==> config.mk <==
export PLATFORM = sky130hd
export DESIGN_NAME = player_controller
export DESIGN_NICKNAME = d
export VERILOG_FILES = /design/src/rtl/player_controller.sv
export SDC_FILE = /design/constraint.sdc
export NUM_CORES = 1
export LEC_CHECK = 0
export ABC_AREA = 1
export BUFFER_PORTS_ARGS = -buffer_cell sky130_fd_sc_hd__clkbuf_2
export CORE_MARGIN = 3
export CORE_UTILIZATION = 25
export CTS_CLUSTER_DIAMETER = 120
export DETAILED_ROUTE_END_ITERATION = 16
export HOLD_SLACK_MARGIN = 0.1
export PLACE_DENSITY = 0.39
export SETUP_SLACK_MARGIN = 0.1
export SYNTH_ARGS = -nofsm -noshare
export SYNTH_HDL_FRONTEND = slang
export SYNTH_SLANG_ARGS = --single-unit
export TNS_END_PERCENT = 1
==> constraint.sdc <==
create_clock -name VGA_clk -period 4.3 [get_ports VGA_clk]
set_input_delay 0.43 -clock VGA_clk [delete_from_list [all_inputs] [get_ports VGA_clk]]
set_output_delay 0.43 -clock VGA_clk [all_outputs]
set_load 0.005 [all_outputs]
==> src/rtl/player_controller.sv <==
// ============================================================================
// Module      : player_controller
// Description : Per-frame player movement: run, jump, gravity, landing.
//               Optional macro PLAYER_DOUBLE_JUMP_EN adds one air jump.
// Revision    : 1.0 - initial release
// ============================================================================
`default_nettype none

module player_controller #(
    parameter int PLAYER_SIZE_X = 37,
    parameter int PLAYER_SIZE_Y = 42,
    parameter int SCREEN_W      = 640,
    parameter int GROUND_Y      = 400,
    parameter int START_X       = 100,
    parameter int RUN_SPEED     = 3,
    parameter int JUMP_VEL      = 12,
    parameter int GRAVITY       = 1,
    parameter int MAX_FALL      = 10
) (
    input  logic        VGA_clk,
    input  logic        rst,
    input  logic        frame_tick,
    input  logic        btn_left,
    input  logic        btn_right,
    input  logic        btn_jump,
    input  logic [3:0]  game_state,
    output reg   [15:0] playerX,
    output reg   [15:0] playerY,
    output reg          player_dir,
    output reg   [3:0]  player_state
);

    localparam logic [3:0] c_ST_IDLE = 4'd0;
    localparam logic [3:0] c_ST_RUN  = 4'd1;
    localparam logic [3:0] c_ST_JUMP = 4'd2;
    localparam logic [3:0] c_ST_FALL = 4'd3;

    localparam logic [3:0] c_GS_START = 4'd0;
    localparam logic [3:0] c_GS_PLAY  = 4'd1;

    localparam logic signed [17:0] c_GY       = 18'(GROUND_Y - PLAYER_SIZE_Y);
    localparam logic signed [17:0] c_X_MAX    = 18'(SCREEN_W - PLAYER_SIZE_X);
    localparam logic signed [17:0] c_RUN      = 18'(RUN_SPEED);
    localparam logic signed [8:0]  c_JUMP_VY  = 9'(-JUMP_VEL);
    localparam logic signed [8:0]  c_GRAV     = 9'(GRAVITY);
    localparam logic signed [8:0]  c_MAX_FALL = 9'(MAX_FALL);

    reg               r_left_latch;
    reg               r_right_latch;
    reg               r_jump_latch;
    reg signed [7:0]  r_vy;

    logic               w_left;
    logic               w_right;
    logic               w_jump;
    logic               w_moving;
    logic               w_in_air;
    logic signed [17:0] w_x_sum;
    logic signed [17:0] w_y_sum;
    logic signed [8:0]  w_vy_sum;
    logic [15:0]        w_x_next;
    logic [15:0]        w_y_next;
    logic signed [7:0]  w_vy_next;
    logic               w_dir_next;
    logic [3:0]         w_state_next;

`ifdef PLAYER_DOUBLE_JUMP_EN
    reg   r_air_jumped;
    logic w_air_jumped_next;
`endif

    // A press anywhere inside the frame counts, even if released before the tick
    assign w_left   = r_left_latch  | btn_left;
    assign w_right  = r_right_latch | btn_right;
    assign w_jump   = r_jump_latch  | btn_jump;
    assign w_moving = w_left ^ w_right;

    always_comb begin
        w_x_next     = playerX;
        w_y_next     = playerY;
        w_vy_next    = r_vy;
        w_dir_next   = player_dir;
        w_state_next = player_state;
        w_in_air     = 1'b0;
        w_x_sum      = 18'(playerX);
        w_y_sum      = 18'(playerY);
        w_vy_sum     = 9'(r_vy);
`ifdef PLAYER_DOUBLE_JUMP_EN
        w_air_jumped_next = r_air_jumped;
`endif
        case (game_state)
            c_GS_START: begin
                w_x_next     = 16'(START_X);
                w_y_next     = c_GY[15:0];
                w_vy_next    = 8'sd0;
                w_dir_next   = 1'b0;
                w_state_next = c_ST_IDLE;
`ifdef PLAYER_DOUBLE_JUMP_EN
                w_air_jumped_next = 1'b0;
`endif
            end
            c_GS_PLAY: begin
                if (w_left && !w_right) begin
                    w_x_sum    = w_x_sum - c_RUN;
                    w_dir_next = 1'b1;
                end else if (w_right && !w_left) begin
                    w_x_sum    = w_x_sum + c_RUN;
                    w_dir_next = 1'b0;
                end
                if (w_x_sum < 18'sd0)
                    w_x_next = 16'd0;
                else if (w_x_sum > c_X_MAX)
                    w_x_next = c_X_MAX[15:0];
                else
                    w_x_next = w_x_sum[15:0];

                if (player_state == c_ST_IDLE || player_state == c_ST_RUN) begin
                    if (w_jump) begin
                        w_vy_sum     = c_JUMP_VY;
                        w_state_next = c_ST_JUMP;
                        w_in_air     = 1'b1;
                    end else begin
                        w_state_next = w_moving ? c_ST_RUN : c_ST_IDLE;
                    end
                end else begin
                    w_in_air = 1'b1;
`ifdef PLAYER_DOUBLE_JUMP_EN
                    if (w_jump && !r_air_jumped) begin
                        w_vy_sum          = c_JUMP_VY;
                        w_air_jumped_next = 1'b1;
                    end else begin
                        w_vy_sum = w_vy_sum + c_GRAV;
                        if (w_vy_sum > c_MAX_FALL)
                            w_vy_sum = c_MAX_FALL;
                    end
`else
                    w_vy_sum = w_vy_sum + c_GRAV;
                    if (w_vy_sum > c_MAX_FALL)
                        w_vy_sum = c_MAX_FALL;
`endif
                    w_state_next = (w_vy_sum < 9'sd0) ? c_ST_JUMP : c_ST_FALL;
                end

                if (w_in_air) begin
                    w_y_sum = w_y_sum + 18'(w_vy_sum);
                    if (w_y_sum >= c_GY) begin
                        w_y_next     = c_GY[15:0];
                        w_vy_next    = 8'sd0;
                        w_state_next = w_moving ? c_ST_RUN : c_ST_IDLE;
`ifdef PLAYER_DOUBLE_JUMP_EN
                        w_air_jumped_next = 1'b0;
`endif
                    end else if (w_y_sum < 18'sd0) begin
                        // Head hit the top edge: stop and start falling
                        w_y_next     = 16'd0;
                        w_vy_next    = 8'sd0;
                        w_state_next = c_ST_FALL;
                    end else begin
                        w_y_next  = w_y_sum[15:0];
                        w_vy_next = w_vy_sum[7:0];
                    end
                end
            end
            default: ;
        endcase
    end

    always_ff @(posedge VGA_clk) begin
        if (rst) begin
            playerX       <= 16'(START_X);
            playerY       <= c_GY[15:0];
            player_dir    <= 1'b0;
            player_state  <= c_ST_IDLE;
            r_vy          <= 8'sd0;
            r_left_latch  <= 1'b0;
            r_right_latch <= 1'b0;
            r_jump_latch  <= 1'b0;
`ifdef PLAYER_DOUBLE_JUMP_EN
            r_air_jumped  <= 1'b0;
`endif
        end else if (frame_tick) begin
            playerX       <= w_x_next;
            playerY       <= w_y_next;
            player_dir    <= w_dir_next;
            player_state  <= w_state_next;
            r_vy          <= w_vy_next;
            r_left_latch  <= 1'b0;
            r_right_latch <= 1'b0;
            r_jump_latch  <= 1'b0;
`ifdef PLAYER_DOUBLE_JUMP_EN
            r_air_jumped  <= w_air_jumped_next;
`endif
        end else begin
            r_left_latch  <= r_left_latch  | btn_left;
            r_right_latch <= r_right_latch | btn_right;
            r_jump_latch  <= r_jump_latch  | btn_jump;
        end
    end

endmodule

`default_nettype wire
==> reports/metrics.yaml <==
sta:
  setup_viol: 0
  slew_viol_final: 0
  hold_viol: 0
  layout_min_cycle_time_ns: 3.85
  rsz0062_at_grt: "false"
  min_period_over_period_pct: 89.4
  setup_tns_ns: 0
  fmax_mhz: 260
  final.setup_skew_ns: 0.00887
  relSlewSlack_pct: 63.3
  finalHoldWorstSlack_ns: 0.396
  worst_slew_pin_slew_ns: 0.550
floorplanning:
  io_pins: 47
  die_area_sq_mm: 0.0183
  die_h_microns: 135
  start_util_pct: 25.9
  num_rows: 46
  die_x_microns: 135
  core_area_sq_mm: 0.0161
worst_setup_path:
  crit_arrival_ns: 4.03
  cp-end-kind: "flop"
  critPathBufInv: 4
  crit_family: "simple AND/OR/NAND/NOR gates"
  cp_max_fo: 14
  required_ns: 4.48
  startpoint: "r_vy[0]"
  r2r_start: "r_vy[0]"
  crit_path_max_incr_delay_ns: 0.41
  cpMostUsedCell: "nand2_1"
  criticalPathCategory: "reg2reg"
  cp-start-kind: "flop"
  cp_slowest_cell: "fa_1"
final_layout:
  area_growth_pct: 14.7
  diodes: 0
  finalNetCount: 755
  drive_above_1_share_pct: 18.1
yosys:
  yosys.area.top_type: "dfxtp_1"
  synth_ff_type: "dfxtp_1"
  synth_top_area_share_pct: 22.1
  synth_warnings: 0
  yosysMostFrequentCell: "nand2_1"
  synth_area_sq_mm: 0.00417
  netlist_instances: 680
  ys_seq_elements: 46
  async_flop_share_pct: 0
  synth_common_cells: "218 x nand2_1, 88 x inv_1, 65 x nor2_1, 46 x dfxtp_1, 41 x nand3_1"
  syn_avg_cell_area_sq_um: 6.13
  yosysSeqAreaShare_pct: 22.1
  synthTopCellsByArea: "dfxtp_1 22%, nand2_1 20%, inv_1 7.9%, ha_1 6.9%, nor2_1 5.9%"
  ys_types: 50
  synth-edff-count: 0
placement:
  gp_congestion: 0.857
  hpwl_mm: 10.2
  port_buffers: 44
min_path:
  min-delay-start: "btn_left"
  hold_class: "in2reg"
power_and_ir_drop:
  total_power_mw: 1.05
  switching_share_pct: 31.9
  power.static_leakage_nw: 2.34
  p_int_mw: 0.717
  pwr-share-clk_pct: 37.4
  peakVddDrop_v: 0.000126
  powerDensity_mw_per_mm2: 220
  switchingPower_mw: 0.335
  p_comb_share_pct: 21.5
  p_seq_share_pct: 41.2
grt:
  grt_pass1_vias: 4188
  grt_pass1_wl_mm: 20.7
  grt_max_degree: 24
  antenna_found_initial: 0
  grt-ovfl-total: 0
  grtUsageTotal_pct: 14.1
routing:
  drc: 0
  drtIter0Drc: 211
  antenna_left: 0
  via_per_inst: 4.56
  dr.pass1.iters: 4
  num_vias: 4280
  wl_per_cell_microns: 13.7
  wirelength_mm: 12.9
clock_network:
  clk_pin_slew_ns: 0.07
  cts_setup_buffers: 0
  cts_root_buffer: "clkbuf_16"
  numCtsBuffers: 5
  cts_sinks: 46
  clock_path_buffers: 2
  clock_latency_ns: 0.30
  htree_levels: 2
  tritoncts: "done"
flow_run:
  cap_violations: 0
run_status:
  status: "finished clean"
## layout by cell type (no fill, tap or decap), types with 4 or more instances in the layout
cell type and n:
nor2_1 65, inv_1 87, inv_2 16, a21oi_1 34, nand4_1 13, buf_4 4, o21ai_1 13, dfxtp_1 42
nand3_2 12, nand2_1 214, xor2_1 10, nor3_1 14, nand3_1 41, a21oi_2 12, nand2_2 9, ha_1 21
clkbuf_2 44, o21ai_0 12, xnor2_1 4, clkbuf_16 5
## registers in the layout, summed over array words and instances, names as in the netlist
register       count
playerY           16
playerX           16
r_vy               8
player_state       2
r_jump_latch       1
r_right_latch      1
r_left_latch       1
player_dir         1
## tightest hold or removal path, cell delays in order
cell,delay (ns)
clkbuf_2,0.08
nor2_1,0.06
nor2_1,0.09
## per-layer routing
metal  vias to the layer above  share of wire, %  track usage [%]
met1                      1933                47             18.4
met2                        85                48             23.8
met3                        18               3.5             2.23
met4                         0               1.6             4.26
met5                         -                 0                0
li1                       2244                 -                -
## stage by stage
stage	util (%)	instances	setup WS (ns)	instance area, sq um
after floorplan	-	681	0.901	4170
after detailed placement	28.5	930	0.121	4590
after global routing	29.7	938	0.0252	4780
after CTS	29.4	938	0.153	4740
final	29.7	938	0.454	4780
after global placement	28.5	930	0.121	4590
## power by group through the flow
stage	Clock (mW)	Sequential, mW	Combinational (mW)
2_1_floorplan	0	0.442	0.173
3_3_place_gp	0	0.444	0.226
3_5_place_dp	0	0.444	0.224
4_1_cts	0.413	0.434	0.225
5_1_grt	0.424	0.433	0.254
6_report	0.393	0.433	0.226
## what timing repair did
action | CTS | global route
endpoints found under the setup margin | 4 | 19
hold buffers | 0 | 0
resized for setup | 1 | 15
## final timing paths
kind | to | slack, ns | cells after the start
setup / recovery | playerY[8] | 0.45 | 30
hold / removal | r_left_latch | 0.40 | 3
setup reg to reg | playerY[8] | 0.45 | 30
hold reg to reg | playerY[13] | 0.46 | 2
## area by class of cell
type	count	area, sq um
fillers	1855	11300
multi-input cells	514	2780
flip-flops and latches	46	928
inverters	106	415
well taps	216	270
repair buffers	48	250
clock buffers	6	129
clock inverters	2	13.8
## cell families (layout without fill, tap and decap cells)
group | after synthesis | after routing | synth area share, %
AND/OR/NAND/NOR | 387 | 387 | 42.1
other | 1 | 2 | 0.0899
flip-flops | 46 | 46 | 22.1
XOR/XNOR | 15 | 15 | 3.15
buffers and inverters | 121 | 162 | 12.2
AO/OA/AOI/OAI | 86 | 86 | 13.0
adder cells (fa/ha/maj) | 24 | 24 | 7.38
Power figures use the tool's default switching activity.
